[src/rtl/reorder_buffer_pkg.sv]
// Shared sizing constants and the per-slot entry layout for the reorder buffer.
package parameters;

  localparam int unsigned DISPATCH_WIDTH       = 2;
  localparam int unsigned DISPATCH_ADDR_WIDTH  = $clog2(DISPATCH_WIDTH);
  localparam int unsigned ROB_SIZE             = 16;
  localparam int unsigned ROB_ADDR_WIDTH       = $clog2(ROB_SIZE);
  localparam int unsigned WB_WIDTH             = 2;
  localparam int unsigned PHYS_REGS_ADDR_WIDTH = 6;
  localparam int unsigned ARCH_REGS_ADDR_WIDTH = 5;

  typedef logic [ROB_ADDR_WIDTH-1:0] rob_addr_t;
  typedef logic [ROB_ADDR_WIDTH:0]   rob_ptr_t;

  typedef struct packed {
    logic                            done;
    logic [PHYS_REGS_ADDR_WIDTH-1:0] phys_rd;
    logic [ARCH_REGS_ADDR_WIDTH-1:0] arch_rd;
    logic                            is_branch;
    logic [31:0]                     pc;
    logic [31:0]                     instr;
  } rob_entry_t;

  // Pointers carry one extra wrap bit, so plain subtraction gives the occupancy.
  function automatic rob_ptr_t rob_count(input rob_ptr_t tail, input rob_ptr_t head);
    return tail - head;
  endfunction

endpackage

[src/rtl/reorder_buffer_bank.sv]
// One bank (dispatch lane) of the reorder buffer: entry storage plus valid/done flags.
module rob_bank
  import parameters::*;
(
  input  logic                     clk_i,
  input  logic                     rst_i,
  input  logic                     flush_i,
  input  logic                     wr_en_i,
  input  logic                     wr_valid_i,
  input  rob_addr_t                wr_addr_i,
  input  rob_entry_t               wr_entry_i,
  input  logic [WB_WIDTH-1:0]      wb_en_i,
  input  rob_addr_t [WB_WIDTH-1:0] wb_addr_i,
  input  logic                     clr_en_i,
  input  rob_addr_t                clr_addr_i,
  input  rob_addr_t                rd_addr_i,
  output logic                     rd_valid_o,
  output rob_entry_t               rd_entry_o
);

  logic [ROB_SIZE-1:0] valid_q, valid_d;
  rob_entry_t          entry_q [ROB_SIZE];

  always_comb begin
    valid_d = valid_q;
    if (clr_en_i) valid_d[clr_addr_i] = 1'b0;
    if (wr_en_i)  valid_d[wr_addr_i]  = wr_valid_i;
    if (flush_i)  valid_d = '0;
  end

  always_ff @(posedge clk_i) begin
    if (rst_i) valid_q <= '0;
    else       valid_q <= valid_d;
  end

  // Payload needs no reset: valid gates every use. A dispatch write lands after
  // the done-set so a fresh entry always starts not-done.
  always_ff @(posedge clk_i) begin
    for (int k = 0; k < WB_WIDTH; k++) begin
      if (wb_en_i[k] && valid_q[wb_addr_i[k]]) entry_q[wb_addr_i[k]].done <= 1'b1;
    end
    if (wr_en_i) entry_q[wr_addr_i] <= wr_entry_i;
  end

  assign rd_valid_o = valid_q[rd_addr_i];
  assign rd_entry_o = entry_q[rd_addr_i];

endmodule

[src/rtl/reorder_buffer.sv]
// Banked in-order reorder buffer: row allocation at tail, done marking on writeback,
// whole-row retirement at head.
module reorder_buffer
  import parameters::*;
(
  input  logic                                                 clk,
  input  logic                                                 rst,
  input  logic [DISPATCH_WIDTH-1:0]                            dispatch_en,
  input  logic [DISPATCH_WIDTH-1:0][PHYS_REGS_ADDR_WIDTH-1:0]  dispatch_phys_rd,
  input  logic [DISPATCH_WIDTH-1:0][ARCH_REGS_ADDR_WIDTH-1:0]  dispatch_arch_rd,
  input  logic [DISPATCH_WIDTH-1:0]                            dispatch_is_branch_instr,
  input  logic [DISPATCH_WIDTH-1:0][31:0]                      dispatch_pc,
  input  logic [DISPATCH_WIDTH-1:0][31:0]                      dispatch_instr,
  output logic [DISPATCH_WIDTH-1:0][DISPATCH_ADDR_WIDTH-1:0]   dispatch_bank_addr,
  output logic [DISPATCH_WIDTH-1:0][ROB_ADDR_WIDTH-1:0]        dispatch_rob_addr,
  output logic                                                 dispatch_full,
  input  logic [WB_WIDTH-1:0]                                  wb_en,
  input  logic [WB_WIDTH-1:0][ROB_ADDR_WIDTH-1:0]              wb_rob_addr,
  input  logic [WB_WIDTH-1:0][DISPATCH_ADDR_WIDTH-1:0]         wb_bank_addr,
  input  logic                                                 flush,
  output logic [DISPATCH_WIDTH-1:0]                            commit_en,
  output logic [DISPATCH_WIDTH-1:0][ARCH_REGS_ADDR_WIDTH-1:0]  commit_arch_rd,
  output logic [DISPATCH_WIDTH-1:0][PHYS_REGS_ADDR_WIDTH-1:0]  commit_phys_rd,
  output logic [DISPATCH_WIDTH-1:0][31:0]                      commit_pc,
  output logic [DISPATCH_WIDTH-1:0]                            commit_is_branch
);

  rob_ptr_t head_q, head_d, tail_q, tail_d;
  rob_ptr_t count;
  logic     dispatch_fire, commit_fire, commit_clr;

  logic [DISPATCH_WIDTH-1:0] head_valid, head_ready;
  rob_entry_t                head_entry [DISPATCH_WIDTH];

  assign count         = rob_count(tail_q, head_q);
  assign dispatch_full = (count == rob_ptr_t'(ROB_SIZE));
  assign dispatch_fire = (|dispatch_en) && !dispatch_full && !flush;
  assign commit_fire   = (count != '0) && (&head_ready);
  assign commit_clr    = commit_fire && !flush;

  always_comb begin
    head_d = head_q + rob_ptr_t'(commit_clr);
    tail_d = tail_q + rob_ptr_t'(dispatch_fire);
    if (flush) begin
      head_d = '0;
      tail_d = '0;
    end
  end

  always_ff @(posedge clk) begin
    if (rst) begin
      head_q <= '0;
      tail_q <= '0;
    end else begin
      head_q <= head_d;
      tail_q <= tail_d;
    end
  end

  for (genvar b = 0; b < DISPATCH_WIDTH; b++) begin : g_bank
    logic [WB_WIDTH-1:0] bank_wb_en;
    rob_entry_t          wr_entry;
    logic                unused_head_instr;

    always_comb begin
      for (int k = 0; k < WB_WIDTH; k++) begin
        bank_wb_en[k] = wb_en[k] && (wb_bank_addr[k] == DISPATCH_ADDR_WIDTH'(b)) && !flush;
      end
    end

    assign wr_entry = '{
      done:      1'b0,
      phys_rd:   dispatch_phys_rd[b],
      arch_rd:   dispatch_arch_rd[b],
      is_branch: dispatch_is_branch_instr[b],
      pc:        dispatch_pc[b],
      instr:     dispatch_instr[b]
    };

    rob_bank u_bank (
      .clk_i      (clk),
      .rst_i      (rst),
      .flush_i    (flush),
      .wr_en_i    (dispatch_fire),
      .wr_valid_i (dispatch_en[b]),
      .wr_addr_i  (tail_q[ROB_ADDR_WIDTH-1:0]),
      .wr_entry_i (wr_entry),
      .wb_en_i    (bank_wb_en),
      .wb_addr_i  (wb_rob_addr),
      .clr_en_i   (commit_clr),
      .clr_addr_i (head_q[ROB_ADDR_WIDTH-1:0]),
      .rd_addr_i  (head_q[ROB_ADDR_WIDTH-1:0]),
      .rd_valid_o (head_valid[b]),
      .rd_entry_o (head_entry[b])
    );

    // Empty lanes of a partially filled row never hold up retirement.
    assign head_ready[b]         = !head_valid[b] || head_entry[b].done;
    assign unused_head_instr     = ^head_entry[b].instr;
    assign dispatch_bank_addr[b] = DISPATCH_ADDR_WIDTH'(b);
    assign dispatch_rob_addr[b]  = tail_q[ROB_ADDR_WIDTH-1:0];

    assign commit_en[b]        = commit_fire && head_valid[b];
    assign commit_arch_rd[b]   = commit_en[b] ? head_entry[b].arch_rd   : '0;
    assign commit_phys_rd[b]   = commit_en[b] ? head_entry[b].phys_rd   : '0;
    assign commit_pc[b]        = commit_en[b] ? head_entry[b].pc        : '0;
    assign commit_is_branch[b] = commit_en[b] ? head_entry[b].is_branch : 1'b0;
  end

endmodule

[config.mk]
export PLATFORM = sky130hd
export DESIGN_NAME = reorder_buffer
export DESIGN_NICKNAME = d
export VERILOG_FILES = /design/src/rtl/reorder_buffer_pkg.sv /design/src/rtl/reorder_buffer_bank.sv /design/src/rtl/reorder_buffer.sv
export SDC_FILE = /design/constraint.sdc
export NUM_CORES = 2
export LEC_CHECK = 0
export CAP_MARGIN = 20
export CORE_ASPECT_RATIO = 0.5
export CORE_MARGIN = 1
export CORE_UTILIZATION = 55
export CTS_BUF_LIST = sky130_fd_sc_hd__clkbuf_8 sky130_fd_sc_hd__clkbuf_16
export DETAILED_ROUTE_END_ITERATION = 6
export PLACE_DENSITY = 0.8
export SYNTH_ARGS = -nofsm -noshare
export SYNTH_HDL_FRONTEND = slang
export SYNTH_SLANG_ARGS = --single-unit
[constraint.sdc]
create_clock -name clk -period 9.4 [get_ports clk]
set_clock_uncertainty 0.15 [all_clocks]
set_input_delay 2.82 -clock clk [delete_from_list [all_inputs] [get_ports clk]]
set_output_delay 2.82 -clock clk [all_outputs]
set_load 0.1 [all_outputs]
==> flow_summary.toml <==
[run_status]
status = "finished clean"

[place]
post-dp-hpwl_um = 61600
portBuffers = 203
gp_congestion = 0.883

[cts]
ctsResizeCount = 0
clk_pin_slew_ns = 0.07
cts_setup_buffers = 0
cts_tree = "yes"
numCtsBuffers = 130
holdBufCountCts = 0
cts_sinks = 1482
root_buffer = "clkbuf_16"
cts_buffer_depth = 3
insertion_delay_ns = 0.75
htree_levels = 4

[global_routing]
grt_overflow_total = 0
grt_pass1_vias = 29000
grt_pass1_wl_um = 199000
grt_max_degree = 150
grtUsageTotal_pct = 26.2
antenna_found_initial = 11

[sta]
hold_viol = 0
min_period_ns = 8.44
fmax_ghz = 0.118
relSlewSlack_pct = 24.5
slew_violations = 0
rsz0062_at_grt = "false"
finalCritPeriodShare_pct = 89.8
setup_viol = 0
worst-slew-pin-transition_ns = 1.13
setup-tns-final_ns = 0

[floorplan]
die_area_um2 = 106000
die_y_um = 231
rows = 83
ios = 270
die_w_um = 460
start_util_pct = 55.9
core_area_um2 = 103000

[synthesis]
synth_most_common_cell = "edfxtp_1"
async_flop_share_pct = 0
seq_area_frac_synth_pct = 75.9
ys_types = 57
yosysTopAreaCellShare_pct = 73.3
syn-instance-count = 2478
yosysTopAreaCell = "edfxtp_1"
yosysWarnings = 0
synth_area_leaders = "edfxtp_1 73%, mux4_2 18%, dfxtp_1 2.6%"
synth_fp_nets = 2655
synth_seq_cells = 1482
synthTopCellsByCount = "1,408 x edfxtp_1, 472 x mux4_2, 97 x nor2b_1, 78 x clkbuf_1, 74 x dfxtp_1"
netlist_area_um2 = 57700
syn_area_per_cell_um2 = 23.3
synth_edf_count = 1408
ys.flop_type = "edfxtp_1"

[detailed_routing]
wl_um = 136000
vias = 27900
wl_met1_um = 49600
drc = 0
antenna_left = 0
wl_met3_um = 11400
dr.pass1.iters = 6
dr_wl_met2_um = 71500
wl_per_cell_um = 32.3
viasPerCell = 6.61
drtIter0Drc = 4263
maxUsedRoutingLayer = "met5"

[worst_setup_path]
arrival_ns = 5.47
reg2reg_slack_ns = 5.05
endpoint_kind = "output pin"
reg2reg_to = "head_q[4]"
crit_start = "head_q[2]"
worstRegToRegCells = 11
crit_fanout = 48
critical_path_class = "register to output pin"
cp.required_ns = 6.43
start_kind = "register"
worstReg2RegStart = "head_q[2]"
worstSetupEndpoint = "commit_arch_rd[6]"

[min_path]
min-delay-start = "g_bank[1].u_bank.entry_q[14][76]"
hold_depth = 2
min_path_type = "register to register"

[pwr]
peakVddDrop_v = 0.000143
power-per-cell-area_nw_per_um2 = 198
total_power_mw = 12.9
power_leakage_nw = 19.9

[finish]
drive_above_1_share_pct = 26.1
synthToLayoutAreaGrowth_pct = 13.5
nets = 2888

[run]
max-cap-violations = 0
## cells by family (layout without fill, tap and decap cells)
logic type	count (synthesis)	count (layout)	synth area share, %
buf+inv	151	481	1.39
mux	472	472	18.4
flops	1482	1482	75.9
xor+xnor	9	9	0.150
compound gates	101	101	1.52
simple gates	253	253	2.42
fa+ha+maj	8	8	0.174
other cells	2	12	0.0130
## flip-flops by register name (all words and copies together), names as in the netlist
register,cells
g_bank.u_bank.entry_q,1440
g_bank.u_bank.valid_q,32
head_q,5
tail_q,5
## worst min-delay path by stage
stage / end / slack [ns]
2_1_floorplan: g_bank[0].u_bank.entry_q[10][76] / 0.29
3_3_place_gp: g_bank[0].u_bank.entry_q[8][76] / 0.31
3_5_place_dp: g_bank[1].u_bank.entry_q[14][76] / 0.32
4_1_cts: g_bank[1].u_bank.entry_q[14][76] / 0.34
5_1_grt: g_bank[0].u_bank.entry_q[10][76] / 0.37
6_report: g_bank[1].u_bank.entry_q[14][76] / 0.34
## metal layers
| layer | up-vias | GRT usage (%) |
|---|---|---|
| li1 | 11100 | - |
| met1 | 14900 | 34.8 |
| met2 | 1708 | 44.6 |
| met3 | 231 | 3.74 |
| met4 | 2 | 9.85 |
| met5 | - | 0 |
## cell usage in the layout, fill, tap and decap left out, drive strengths merged, types with 4 or more instances in the layout
master,instances
a21oi,9
a221oi,24
a22o,32
a22oi,8
a311oi,16
a31oi,7
and2,7
and3,11
and3b,4
buf,43
bufinv,10
clkbuf,136
clkdlybuf4s50,203
clkinv,43
dfxtp,74
diode,10
edfxtp,1408
ha,8
inv,45
mux4,472
nand2,28
nand3,10
nor2,66
nor2b,97
nor3,8
xnor2,5
xor2,4
## per-stage QoR
step                setup slack [ns]  utilization, %  instances  instance area (um2)  hold WS (ns)
finish                         0.961            63.4       4220                65400         0.337
global route                   0.852            63.4       4220                65400         0.367
CTS                             1.07            63.4       4210                65400         0.337
detailed placement              1.92            59.4       3981                61300         0.319
global placement                1.88            59.4       3981                61300         0.306
floorplan                       1.43               -       2478                57700         0.290
## report_power, final
part           switching (mW)  total [mW]  internal (mW)
clock network            2.39        5.29           2.90
logic                   0.211       0.385          0.175
registers              0.0138        7.27           7.26
total                    2.61        12.9           10.3
## cell type report
cell class / count / area [um2]
Antenna cell: 10 / 25.0
Clock buffer: 136 / 3390
Clock inverter: 93 / 732
Fill cell: 6410 / 37800
Inverter: 6 / 30.0
Multi-Input combinational cell: 845 / 13200
Sequential cell: 1482 / 43800
Tap cell: 1402 / 1750
Timing Repair Buffer: 246 / 2520
## critical path, cell delays in order, from the launching register on
cell and delay (ns):
dfxtp_4 0.99, inv_1 0.11, ha_1 0.34, o21a_1 0.15, o211a_1 0.21, o21ai_0 0.50, nand4_1 0.21, buf_4 0.38
nor2b_1 0.46, clkdlybuf4s50_1 1.22
No activity file was read; power rests on OpenSTA's default activity.
